--- src/rtl/dispatcher_pkg.sv ---
// Shared types and lane layout helpers for the multi-lane activation/weight dispatcher.
package dispatcher_pkg;

    typedef enum logic [2:0] {
        IDLE,
        WAIT_W,
        LOAD_ACT,
        EMIT,
        DONE
    } state_e;

    localparam int DEF_DATA_WIDTH = 8;
    localparam int DEF_GROUP_SIZE = 4;
    localparam int DEF_NUM_OUT    = 2;

    function automatic int idx_w(input int group_size);
        return (group_size > 1) ? $clog2(group_size) : 1;
    endfunction

    // Lane layout, LSB first: value, weight, element index.
    function automatic int val_ofs();
        return 0;
    endfunction

    function automatic int wgt_ofs(input int data_width);
        return data_width;
    endfunction

    function automatic int idx_ofs(input int data_width);
        return 2 * data_width;
    endfunction

    function automatic int lane_w(input int data_width, input int group_size);
        return 2 * data_width + idx_w(group_size);
    endfunction

    localparam int LANE_W = lane_w(DEF_DATA_WIDTH, DEF_GROUP_SIZE);

endpackage

--- src/rtl/dispatcher_mc_if.sv ---
// Handshake bundle between the group reader, the dispatcher and the MAC array.
interface dispatcher_mc_if
    import dispatcher_pkg::*;
#(
    parameter int DATA_WIDTH             = 8,
    parameter int GROUP_SIZE             = 4,
    parameter int NUM_OUT                = 2,
    parameter int LOG_MAX_ITERS          = 16,
    parameter int LOG_MAX_READS_PER_ITER = 16
);
    localparam int LW = lane_w(DATA_WIDTH, GROUP_SIZE);

    logic                                     configure;
    logic [LOG_MAX_ITERS-1:0]                 num_iters;
    logic [LOG_MAX_READS_PER_ITER-1:0]        num_reads_per_iter;
    logic [DATA_WIDTH*GROUP_SIZE+GROUP_SIZE-1:0] act_data_in;
    logic                                     act_valid_in;
    logic                                     act_avail_out;
    logic [DATA_WIDTH-1:0]                    weight_data_in;
    logic                                     weight_valid_in;
    logic                                     weight_avail_out;
    logic [NUM_OUT*LW-1:0]                    data_out;
    logic [NUM_OUT-1:0]                       lane_valid_out;
    logic                                     valid_out;
    logic                                     avail_in;
    logic                                     done_out;

    modport master (
        output configure, num_iters, num_reads_per_iter,
        output act_data_in, act_valid_in, weight_data_in, weight_valid_in, avail_in,
        input  act_avail_out, weight_avail_out, data_out, lane_valid_out, valid_out, done_out
    );

    modport slave (
        input  configure, num_iters, num_reads_per_iter,
        input  act_data_in, act_valid_in, weight_data_in, weight_valid_in, avail_in,
        output act_avail_out, weight_avail_out, data_out, lane_valid_out, valid_out, done_out
    );

endinterface

--- src/rtl/dispatcher_mc_mask_select.sv ---
// Combinational pick of the NUM_OUT lowest set bits of a pending mask, in ascending order.
module mask_select #(
    parameter int GROUP_SIZE = 4,
    parameter int NUM_OUT    = 2,
    parameter int IDX_W      = 2
) (
    input  logic [GROUP_SIZE-1:0]    mask_i,
    output logic [NUM_OUT*IDX_W-1:0] idx_o,
    output logic [NUM_OUT-1:0]       vld_o,
    output logic [GROUP_SIZE-1:0]    rem_o
);

    logic [GROUP_SIZE-1:0] rem;
    logic [IDX_W-1:0]      pick;
    logic                  found;

    always_comb begin
        idx_o = '0;
        vld_o = '0;
        rem   = mask_i;
        pick  = '0;
        found = 1'b0;
        for (int j = 0; j < NUM_OUT; j++) begin
            found = 1'b0;
            pick  = '0;
            // Descending scan so the last hit is the lowest remaining index.
            for (int k = GROUP_SIZE - 1; k >= 0; k--) begin
                if (rem[k]) begin
                    found = 1'b1;
                    pick  = IDX_W'(k);
                end
            end
            if (found) begin
                vld_o[j]                 = 1'b1;
                idx_o[j*IDX_W +: IDX_W]  = pick;
                rem[pick]                = 1'b0;
            end
        end
        rem_o = rem;
    end

endmodule

--- src/rtl/dispatcher_mc.sv ---
// Multi-lane dispatcher: emits (idx, weight, value) lanes per activation group.
// Define DISPATCHER_ZERO_SKIP_EN to drop masked-zero elements; otherwise every element is emitted.
module dispatcher_mc
    import dispatcher_pkg::*;
#(
    parameter int DATA_WIDTH             = 8,
    parameter int GROUP_SIZE             = 4,
    parameter int NUM_OUT                = 2,
    parameter int LOG_MAX_ITERS          = 16,
    parameter int LOG_MAX_READS_PER_ITER = 16,
    parameter int IDX_W                  = idx_w(GROUP_SIZE)
) (
    input  logic           clk,
    input  logic           rst,
    dispatcher_mc_if.slave bus
);

    localparam int LW    = 2 * DATA_WIDTH + IDX_W;
    localparam int OUT_W = NUM_OUT * LW;
    localparam int GRP_W = DATA_WIDTH * GROUP_SIZE;
    localparam logic [LOG_MAX_ITERS-1:0]          ONE_I = 1;
    localparam logic [LOG_MAX_READS_PER_ITER-1:0] ONE_R = 1;

`ifdef DISPATCHER_ZERO_SKIP_EN
    localparam logic ZERO_SKIP = 1'b1;
`else
    localparam logic ZERO_SKIP = 1'b0;
`endif

    state_e                              state_q, state_d;
    logic [LOG_MAX_ITERS-1:0]            iters_cfg_q, iters_cfg_d;
    logic [LOG_MAX_READS_PER_ITER-1:0]   reads_cfg_q, reads_cfg_d;
    logic [LOG_MAX_ITERS-1:0]            iter_cnt_q, iter_cnt_d;
    logic [LOG_MAX_READS_PER_ITER-1:0]   read_cnt_q, read_cnt_d;
    logic [DATA_WIDTH-1:0]               weight_q, weight_d;
    logic [GRP_W-1:0]                    vals_q, vals_d;
    logic [GROUP_SIZE-1:0]               pend_q, pend_d;
    logic [OUT_W-1:0]                    out_data_q, out_data_d;
    logic [NUM_OUT-1:0]                  lane_vld_q, lane_vld_d;
    logic                                done_q, done_d;

    logic [NUM_OUT*IDX_W-1:0]            sel_idx;
    logic [NUM_OUT-1:0]                  sel_vld;
    logic [GROUP_SIZE-1:0]               sel_rem;
    logic [GROUP_SIZE-1:0]               act_mask;
    logic [GROUP_SIZE-1:0]               pend_load;
    logic                                out_free;
    logic                                grp_end;
    logic                                act_avail;
    logic                                weight_avail;

    mask_select #(
        .GROUP_SIZE (GROUP_SIZE),
        .NUM_OUT    (NUM_OUT),
        .IDX_W      (IDX_W)
    ) u_mask_select (
        .mask_i (pend_q),
        .idx_o  (sel_idx),
        .vld_o  (sel_vld),
        .rem_o  (sel_rem)
    );

    assign act_mask  = bus.act_data_in[GRP_W +: GROUP_SIZE];
    assign pend_load = ~(act_mask & {GROUP_SIZE{ZERO_SKIP}});
    assign out_free  = !(|lane_vld_q) || bus.avail_in;

    always_comb begin
        state_d      = state_q;
        iters_cfg_d  = iters_cfg_q;
        reads_cfg_d  = reads_cfg_q;
        iter_cnt_d   = iter_cnt_q;
        read_cnt_d   = read_cnt_q;
        weight_d     = weight_q;
        vals_d       = vals_q;
        pend_d       = pend_q;
        out_data_d   = out_data_q;
        lane_vld_d   = lane_vld_q;
        done_d       = 1'b0;
        grp_end      = 1'b0;
        act_avail    = 1'b0;
        weight_avail = 1'b0;

        // A drained output register empties unless a new beat is loaded below.
        if (out_free) begin
            out_data_d = '0;
            lane_vld_d = '0;
        end

        case (state_q)
            IDLE: begin
                if (bus.configure) begin
                    iters_cfg_d = bus.num_iters;
                    reads_cfg_d = bus.num_reads_per_iter;
                    iter_cnt_d  = '0;
                    read_cnt_d  = '0;
                    if (bus.num_iters == '0 || bus.num_reads_per_iter == '0) begin
                        done_d = 1'b1;
                    end else begin
                        state_d = WAIT_W;
                    end
                end
            end
            WAIT_W: begin
                weight_avail = 1'b1;
                if (bus.weight_valid_in) begin
                    weight_d   = bus.weight_data_in;
                    read_cnt_d = '0;
                    state_d    = LOAD_ACT;
                end
            end
            LOAD_ACT: begin
                act_avail = out_free;
                if (bus.act_valid_in && out_free) begin
                    vals_d = bus.act_data_in[GRP_W-1:0];
                    pend_d = pend_load;
                    if (pend_load == '0) begin
                        grp_end = 1'b1;
                    end else begin
                        state_d = EMIT;
                    end
                end
            end
            EMIT: begin
                if (out_free) begin
                    for (int j = 0; j < NUM_OUT; j++) begin
                        lane_vld_d[j] = sel_vld[j];
                        if (sel_vld[j]) begin
                            out_data_d[j*LW +: LW] = {
                                sel_idx[j*IDX_W +: IDX_W],
                                weight_q,
                                vals_q[int'(sel_idx[j*IDX_W +: IDX_W])*DATA_WIDTH +: DATA_WIDTH]
                            };
                        end
                    end
                    pend_d = sel_rem;
                    if (sel_rem == '0) begin
                        grp_end = 1'b1;
                    end
                end
            end
            DONE: begin
                if (out_free) begin
                    done_d  = 1'b1;
                    state_d = IDLE;
                end
            end
            default: state_d = IDLE;
        endcase

        // Compare against count-1 so the counters never need to hold the terminal value.
        if (grp_end) begin
            if (read_cnt_q == reads_cfg_q - ONE_R) begin
                read_cnt_d = '0;
                if (iter_cnt_q == iters_cfg_q - ONE_I) begin
                    iter_cnt_d = '0;
                    state_d    = DONE;
                end else begin
                    iter_cnt_d = iter_cnt_q + ONE_I;
                    state_d    = WAIT_W;
                end
            end else begin
                read_cnt_d = read_cnt_q + ONE_R;
                state_d    = LOAD_ACT;
            end
        end
    end

    always_ff @(posedge clk) begin
        if (!rst) begin
            state_q     <= IDLE;
            iters_cfg_q <= '0;
            reads_cfg_q <= '0;
            iter_cnt_q  <= '0;
            read_cnt_q  <= '0;
            weight_q    <= '0;
            vals_q      <= '0;
            pend_q      <= '0;
            out_data_q  <= '0;
            lane_vld_q  <= '0;
            done_q      <= 1'b0;
        end else begin
            state_q     <= state_d;
            iters_cfg_q <= iters_cfg_d;
            reads_cfg_q <= reads_cfg_d;
            iter_cnt_q  <= iter_cnt_d;
            read_cnt_q  <= read_cnt_d;
            weight_q    <= weight_d;
            vals_q      <= vals_d;
            pend_q      <= pend_d;
            out_data_q  <= out_data_d;
            lane_vld_q  <= lane_vld_d;
            done_q      <= done_d;
        end
    end

    assign bus.data_out         = out_data_q;
    assign bus.lane_valid_out   = lane_vld_q;
    assign bus.valid_out        = |lane_vld_q;
    assign bus.done_out         = done_q;
    assign bus.act_avail_out    = act_avail;
    assign bus.weight_avail_out = weight_avail;

endmodule

--- src/flat_wrapper.sv ---
// flat-port wrapper written by rule: the top's interface ports become plain ports
module dispatcher_mc_flat import dispatcher_pkg::*;
#(
    parameter int DATA_WIDTH             = 8,
    parameter int GROUP_SIZE             = 4,
    parameter int NUM_OUT                = 2,
    parameter int LOG_MAX_ITERS          = 16,
    parameter int LOG_MAX_READS_PER_ITER = 16,
    parameter int IDX_W                  = idx_w(GROUP_SIZE)
)
  (clk, rst, bus_configure, bus_num_iters, bus_num_reads_per_iter, bus_act_data_in, bus_act_valid_in, bus_weight_data_in, bus_weight_valid_in, bus_avail_in, bus_act_avail_out, bus_weight_avail_out, bus_data_out, bus_lane_valid_out, bus_valid_out, bus_done_out);
  dispatcher_mc_if #(.DATA_WIDTH(DATA_WIDTH), .GROUP_SIZE(GROUP_SIZE), .NUM_OUT(NUM_OUT), .LOG_MAX_ITERS(LOG_MAX_ITERS), .LOG_MAX_READS_PER_ITER(LOG_MAX_READS_PER_ITER)) bus_i ();
  input  logic clk;
  input  logic rst;
  input wire logic [$bits(bus_i.configure)-1:0] bus_configure;
  input wire logic [$bits(bus_i.num_iters)-1:0] bus_num_iters;
  input wire logic [$bits(bus_i.num_reads_per_iter)-1:0] bus_num_reads_per_iter;
  input wire logic [$bits(bus_i.act_data_in)-1:0] bus_act_data_in;
  input wire logic [$bits(bus_i.act_valid_in)-1:0] bus_act_valid_in;
  input wire logic [$bits(bus_i.weight_data_in)-1:0] bus_weight_data_in;
  input wire logic [$bits(bus_i.weight_valid_in)-1:0] bus_weight_valid_in;
  input wire logic [$bits(bus_i.avail_in)-1:0] bus_avail_in;
  output wire logic [$bits(bus_i.act_avail_out)-1:0] bus_act_avail_out;
  output wire logic [$bits(bus_i.weight_avail_out)-1:0] bus_weight_avail_out;
  output wire logic [$bits(bus_i.data_out)-1:0] bus_data_out;
  output wire logic [$bits(bus_i.lane_valid_out)-1:0] bus_lane_valid_out;
  output wire logic [$bits(bus_i.valid_out)-1:0] bus_valid_out;
  output wire logic [$bits(bus_i.done_out)-1:0] bus_done_out;
  assign bus_i.configure = bus_configure;
  assign bus_i.num_iters = bus_num_iters;
  assign bus_i.num_reads_per_iter = bus_num_reads_per_iter;
  assign bus_i.act_data_in = bus_act_data_in;
  assign bus_i.act_valid_in = bus_act_valid_in;
  assign bus_i.weight_data_in = bus_weight_data_in;
  assign bus_i.weight_valid_in = bus_weight_valid_in;
  assign bus_i.avail_in = bus_avail_in;
  assign bus_act_avail_out = bus_i.act_avail_out;
  assign bus_weight_avail_out = bus_i.weight_avail_out;
  assign bus_data_out = bus_i.data_out;
  assign bus_lane_valid_out = bus_i.lane_valid_out;
  assign bus_valid_out = bus_i.valid_out;
  assign bus_done_out = bus_i.done_out;
  dispatcher_mc #(.DATA_WIDTH(DATA_WIDTH), .GROUP_SIZE(GROUP_SIZE), .NUM_OUT(NUM_OUT), .LOG_MAX_ITERS(LOG_MAX_ITERS), .LOG_MAX_READS_PER_ITER(LOG_MAX_READS_PER_ITER), .IDX_W(IDX_W)) u_core (.clk(clk), .rst(rst), .bus(bus_i));
endmodule
--- config.mk ---
export PLATFORM = sky130hd
export DESIGN_NAME = dispatcher_mc_flat
export DESIGN_NICKNAME = d
export VERILOG_FILES = /design/src/rtl/dispatcher_pkg.sv /design/src/rtl/dispatcher_mc_if.sv /design/src/rtl/dispatcher_mc_mask_select.sv /design/src/rtl/dispatcher_mc.sv /design/src/flat_wrapper.sv
export SDC_FILE = /design/constraint.sdc
export NUM_CORES = 1
export LEC_CHECK = 0
export CORE_MARGIN = 5
export CORE_UTILIZATION = 45
export DETAILED_ROUTE_END_ITERATION = 7
export PLACE_DENSITY_LB_ADDON = 0.15
export REMOVE_ABC_BUFFERS = 1
export SKIP_CTS_REPAIR_TIMING = 1
export SLEW_MARGIN = 20
export SYNTH_ARGS = -nofsm -noshare
export SYNTH_HDL_FRONTEND = slang
export SYNTH_SLANG_ARGS = --single-unit
--- constraint.sdc ---
create_clock -name clk -period 7.95 [get_ports clk]
set_input_delay 1.59 -clock clk [delete_from_list [all_inputs] [get_ports clk]]
set_output_delay 1.59 -clock clk [all_outputs]
set_load 0.03 [all_outputs]
==> results.sh, run 1 <==
export IMPL_rsz0062_at_grt="false"
export IMPL_stdcell_area_sq_mm=0.00953
export IMPL_dp_cells=1217
export IMPL_numCtsBuffers=17
export IMPL_avgSynthCellArea_sq_um=8.23
export IMPL_cap_viol_max_count=0
export IMPL_yosys_area_share_adder_pct=0.789
export IMPL_drv_slew=0
export IMPL_final_period_utilization_pct=65.6
export IMPL_route_vias_total=6721
export IMPL_slew_headroom_pct=34.7
export IMPL_std_cell_rows=47
export IMPL_status="complete, no violations"
export IMPL_irDropWorstVdd_mv=0.201
export IMPL_period_minus_slack_ps=5220
export IMPL_regArea_sq_mm=0.00300
export IMPL_numClockSinks=150
export IMPL_yosysSeqAreaShare_pct=39.5
export IMPL_clk_path_buf_depth=2
export IMPL_cts_tree="done"
export IMPL_whs_ps=474
export IMPL_syn_cell_area_sq_mm=0.00761
export IMPL_io_buffers=119
export IMPL_dieArea_sq_mm=0.0196
export IMPL_vias_per_cell=5.39
export IMPL_finalHoldViolCount=0
export IMPL_netlist_instances=925
export IMPL_arrival_ps=3630
export IMPL_diodes=0
export IMPL_fin_cells=1248
export IMPL_synth_warnings=0
export IMPL_cts_root_buffer="clkbuf_16"
export IMPL_grtUsageTotal_pct=19.5
export IMPL_post_drt_wl_per_cell_microns=15.5
export IMPL_core_area_sq_mm=0.0166
export IMPL_grt_first_pass_wirelength_microns=31700
export IMPL_end_kind="output port"
export IMPL_crit_fanout=38
export IMPL_area_growth_pct=25.2
export IMPL_nFillCells=1545
export IMPL_drc=0
export IMPL_grt_max_degree=68
export IMPL_synth_xor_area_share_pct=6.66
export IMPL_gp_congestion=0.843
export IMPL_synth_compound_area_share_pct=18.4
export IMPL_setup_tns_ps=0
export IMPL_gr_total_overflow=0
export IMPL_cp_required_ps=6360
export IMPL_synthArstFlopShare_pct=0
export IMPL_crit_type="input pin to output port"
export IMPL_routed_wl_microns=19300
export IMPL_synth_cell_type_count=70
export IMPL_synth_mux_area_fraction_pct=5.13
export IMPL_ys_flop_type="dfxtp_1"
export IMPL_synth_top_family_by_area="simple AND/OR/NAND/NOR gates"
export IMPL_die_w_microns=140
export IMPL_setup_viol=0
export IMPL_insertion_delay_ps=420
export IMPL_dpl_cell_area_sq_mm=0.00892
export IMPL_synth_edf_count=0
export IMPL_antenna_found_initial=0
export IMPL_start_util_pct=45.9
export IMPL_min_path_type="flop to flop"
export IMPL_drt_pass1_iterations=5
export IMPL_multiInputGateArea_sq_mm=0.00431
export IMPL_crit_path_start_kind="input pin"
export IMPL_ant_nets=0
export IMPL_yosys_area_share_simple_pct=25.5
export IMPL_skew_ps=12.4
export IMPL_total_power_w=0.00235
export IMPL_drt_iter0_markers=360
export IMPL_top_level_ports=124
export IMPL_grt_pass1_vias=6271
export IMPL_p_per_area_mw_per_mm2=246
export IMPL_die_h_microns=140
export IMPL_fmax_mhz=192
export IMPL_ys_ff_latch=150
export IMPL_h_tree_depth=4
export IMPL_drive_gt1_share_pct=7.49
export IMPL_worst_pin_slew_ps=976
export IMPL_nets=1102
export IMPL_leakage_nw=3.39
export IMPL_path_clk_slew_ps=60
export IMPL_post_dp_hpwl_microns=13300
## through the flow
step                      worst slack, ps  utilization (%)
after global placement               2740             53.8
after floorplan                      3430                -
after CTS                            2720             57.4
after detailed placement             2720             53.8
after global routing                 2560             57.5
final                                2730             57.5
## cell usage after synthesis (5+ instances only)
cell	number	area, sq um
inv_1	14	52.6
xor2_1	24	210
a21o_1	15	113
and3_1	17	106
nand2_1	169	634
nand2b_1	16	100
nand4_1	7	43.8
a22oi_1	37	278
nor2b_1	14	87.6
and2_1	9	56.3
mux4_2	8	180
clkbuf_1	49	184
a21oi_1	65	325
xnor2_1	32	280
or3_1	5	31.3
o221ai_1	8	70.1
o21ai_1	5	25.0
or2_2	6	37.5
mux2i_1	21	210
a21boi_0	35	263
dfxtp_1	150	3000
nor4_1	13	81.3
nand3_1	20	100
nor2_1	82	308
o21ai_0	12	60.1
nor3_1	18	90.1
## metal layers
metal | vias to the layer above | wire length, microns | track usage (%)
met5 | - | 0 | 0
met4 | 0 | 133 | 3.82
met3 | 10 | 1260 | 6.41
met2 | 148 | 8500 | 30.1
met1 | 3148 | 9430 | 26.9
li1 | 3415 | - | -
## path summary, 6_finish.rpt
path | start | endpoint | slack (ps) | cells after the start
setup / recovery | bus_avail_in | bus_act_avail_out | 2730 | 6
hold / removal | u_core.vals_q[14]$_SDFFE_PN0P_ | u_core.vals_q[14]$_SDFFE_PN0P_ | 470 | 2
setup reg to reg | u_core.reads_cfg_q[0]$_SDFFE_PN0P_ | u_core.read_cnt_q[7]$_SDFFE_PN0P_ | 4720 | 9
hold reg to reg | u_core.vals_q[14]$_SDFFE_PN0P_ | u_core.vals_q[14]$_SDFFE_PN0P_ | 470 | 2
## cell type report
cell class                 instances  area share (%)
clock buffer                      18            4.61
clock inverter                    13            1.79
inverter                          15           0.591
multi-input combinational        701            45.2
sequential                       150            31.5
tap                              220            2.89
timing repair buffer             131            13.4
## worst max-delay path: stages
cell             delay (ps)
clkdlybuf4s50_1         500
inv_1                    60
and2_1                  130
buf_4                   260
nor3_1                  320
clkdlybuf4s50_1         750
## cell families after synthesis
group	Yosys count
xor gates and xnor gates	57
AOI/OAI and AO/OA	208
adders and majority gates	5
DFF	150
and+or+nand+nor	402
buffers and inverters	74
muxes	29
## placed cells by master, fill, tap and decap left out, types with 4 or more instances in the layout
cell type / instances
or2_2: 6
inv_6: 4
or3_1: 5
xor2_1: 24
nor3_2: 4
nor2b_1: 14
nand4_1: 7
nand2b_1: 16
nor4_1: 13
inv_1: 14
dfxtp_1: 150
o21ai_1: 5
mux2i_1: 21
a21o_1: 15
a22oi_1: 37
nand3_1: 20
a21boi_0: 35
a211oi_1: 4
and3_1: 17
nor3b_1: 4
a21oi_1: 65
o21ai_0: 12
mux4_2: 8
and2_1: 9
clkdlybuf4s50_1: 118
o221ai_1: 8
nand2_1: 169
nor2_1: 82
buf_4: 12
xnor2_1: 32
clkbuf_16: 17
ha_1: 4
nor3_1: 16
## power breakdown
| part | switching (W) | internal (W) |
|---|---|---|
| registers | 0.0000861 | 0.000810 |
| clock network | 0.000326 | 0.000504 |
| logic | 0.000354 | 0.000268 |
| total | 0.000766 | 0.00158 |
Power figures use the tool's default switching activity.
==> run 2: changes to the inputs <==
- clock period: 7.95 -> 5.1 ns (I/O delays scaled with it)
==> results.sh, run 2 (synthesized netlist as in run 1, its figures left out) <==
export IMPL_numCtsBuffers=17
export IMPL_irDropWorstVdd_mv=0.264
export IMPL_route_vias_total=6834
export IMPL_nFillCells=1572
export IMPL_path_common_cell="clkdlybuf4s50_1"
export IMPL_post_drt_wl_per_cell_microns=15.8
export IMPL_regToRegEndpoint="u_core.read_cnt_q[14]$_SDFFE_PN0P_"
export IMPL_r2r_cells=10
export IMPL_vias_per_cell=5.47
export IMPL_std_cell_rows=47
export IMPL_skew_ps=10.1
export IMPL_setup_viol=0
export IMPL_post_dp_hpwl_microns=13800
export IMPL_antenna_found_initial=1
export IMPL_layout_commonest_cell="nand2_1"
export IMPL_rsz0062_at_grt="false"
export IMPL_die_w_microns=140
export IMPL_cap_viol_max_count=0
export IMPL_dieArea_sq_mm=0.0196
export IMPL_period_minus_slack_ps=3760
export IMPL_cp_required_ps=4080
export IMPL_end_kind="output port"
export IMPL_multiInputGateArea_sq_mm=0.00431
export IMPL_drc=0
export IMPL_critical_path_slowest_cell="clkdlybuf4s50_1"
export IMPL_grt_max_degree=51
export IMPL_fmax_mhz=266
export IMPL_regArea_sq_mm=0.00300
export IMPL_worst_pin_slew_ps=1130
export IMPL_io_buffers=119
export IMPL_grt_first_pass_wirelength_microns=32400
export IMPL_p_per_area_mw_per_mm2=378
export IMPL_leakage_nw=3.38
export IMPL_crit_type="input pin to output port"
export IMPL_h_tree_depth=4
export IMPL_min_path_type="flop to flop"
export IMPL_insertion_delay_ps=420
export IMPL_min_from="u_core.vals_q[6]$_SDFFE_PN0P_"
export IMPL_status="complete, no violations"
export IMPL_drv_slew=0
export IMPL_critPathTopFamily="buffers and inverters"
export IMPL_setup_ws_ps=1340
export IMPL_top_level_ports=124
export IMPL_area_growth_pct=24.6
export IMPL_cts_root_buffer="clkbuf_16"
export IMPL_holdPathStages=2
export IMPL_cpPeakStageDelay_ps=750
export IMPL_drive_gt1_share_pct=7.48
export IMPL_r2r_setup_slack_ps=1910
export IMPL_crit_path_start_kind="input pin"
export IMPL_nets=1102
export IMPL_whs_ps=472
export IMPL_drt_iter0_markers=450
export IMPL_arrival_ps=2740
export IMPL_clk_path_buf_depth=2
export IMPL_mostFrequentLayoutCells="169 x nand2_1, 150 x dfxtp_1, 118 x clkdlybuf4s50_1, 82 x nor2_1, 65 x a21oi_1"
export IMPL_crit_chain="clkdlybuf4s50_1 -> inv_1 -> and2_1 -> nor3_1 -> clkdlybuf4s50_1"
export IMPL_cp_num_buf_inv=3
export IMPL_gr_total_overflow=0
export IMPL_r2r_start="u_core.reads_cfg_q[0]$_SDFFE_PN0P_"
export IMPL_fin_util_pct=57.2
export IMPL_crit_fanout=3
export IMPL_numClockSinks=150
export IMPL_final_period_utilization_pct=73.6
export IMPL_start_util_pct=45.9
export IMPL_finalHoldViolCount=0
export IMPL_dp_slack_ps=1330
export IMPL_diodes=0
export IMPL_setup_tns_ps=0
export IMPL_ant_nets=0
export IMPL_hold_end="u_core.vals_q[6]$_SDFFE_PN0P_"
export IMPL_drt_pass1_iterations=5
export IMPL_die_h_microns=140
export IMPL_routed_wl_microns=19700
export IMPL_grt_pass1_vias=6420
export IMPL_core_area_sq_mm=0.0166
export IMPL_gp_congestion=0.838
export IMPL_slew_headroom_pct=24.3
export IMPL_grtUsageTotal_pct=19.9
export IMPL_path_clk_slew_ps=60
export IMPL_total_power_w=0.00358
export IMPL_cts_tree="done"
[run 2: cell count changes in the layout (fill, tap and decap cells not counted)]
cell | before | now
clkinv_4 | 2 | 1
inv_6 | 4 | 6
nor3_2 | 4 | 3
nor3_1 | 16 | 17
inv_8 | 0 | 5
clkinvlp_4 | 3 | 1
bufinv_16 | 3 | 0
[run 2: power by group]
| group | switching [W] | internal [W] |
|---|---|---|
| Combinational | 0.000557 | 0.000417 |
| Sequential | 0.000136 | 0.00126 |
| Clock | 0.000547 | 0.000661 |
| Total | 0.00124 | 0.00234 |
[run 2: worst max path at each step]
stage                 start                             to  slack, ps  cells past startpoint
2_1_floorplan  bus_avail_in  u_core.vals_q[0]$_SDFFE_PN0P_       1600                      6
3_3_place_gp   bus_avail_in              bus_act_avail_out       1330                      5
3_5_place_dp   bus_avail_in              bus_act_avail_out       1330                      5
4_1_cts        bus_avail_in              bus_act_avail_out       1330                      5
5_1_grt        bus_avail_in              bus_act_avail_out       1260                      5
6_report       bus_avail_in              bus_act_avail_out       1340                      5
[run 2: layer usage]
layer,global-route usage [%],vias to the layer above,wire (microns)
met1,26.9,3182,9140
li1,-,3420,-
met4,4.13,2,190
met3,6.65,21,1590
met2,31.2,209,8730
met5,0,-,13
[run 2: final cells by class]
type                            instances  share of cell area [%]
Sequential cell                       150                    31.7
Tap cell                              220                    2.90
Inverter                               15                   0.594
Clock inverter                         14                    1.37
Clock buffer                           18                    4.63
Timing Repair Buffer                  131                    13.5
Multi-Input combinational cell        701                    45.4
[run 2: metrics by stage]
stage	cells	cell area, sq um
2_1_floorplan	866	7360
3_3_place_gp	1217	8920
3_5_place_dp	1217	8920
4_1_cts	1249	9490
5_1_grt	1249	9490
6_report	1249	9490
[run 2: worst reg2reg max path: cells and delay by family, from the launching register on]
kind	cells	cell delay (ps)
DFF	1	370
and+or+nand+nor	3	970
AOI/OAI and AO/OA	5	1360
buffers and inverters	1	80
adders and majority gates	1	270
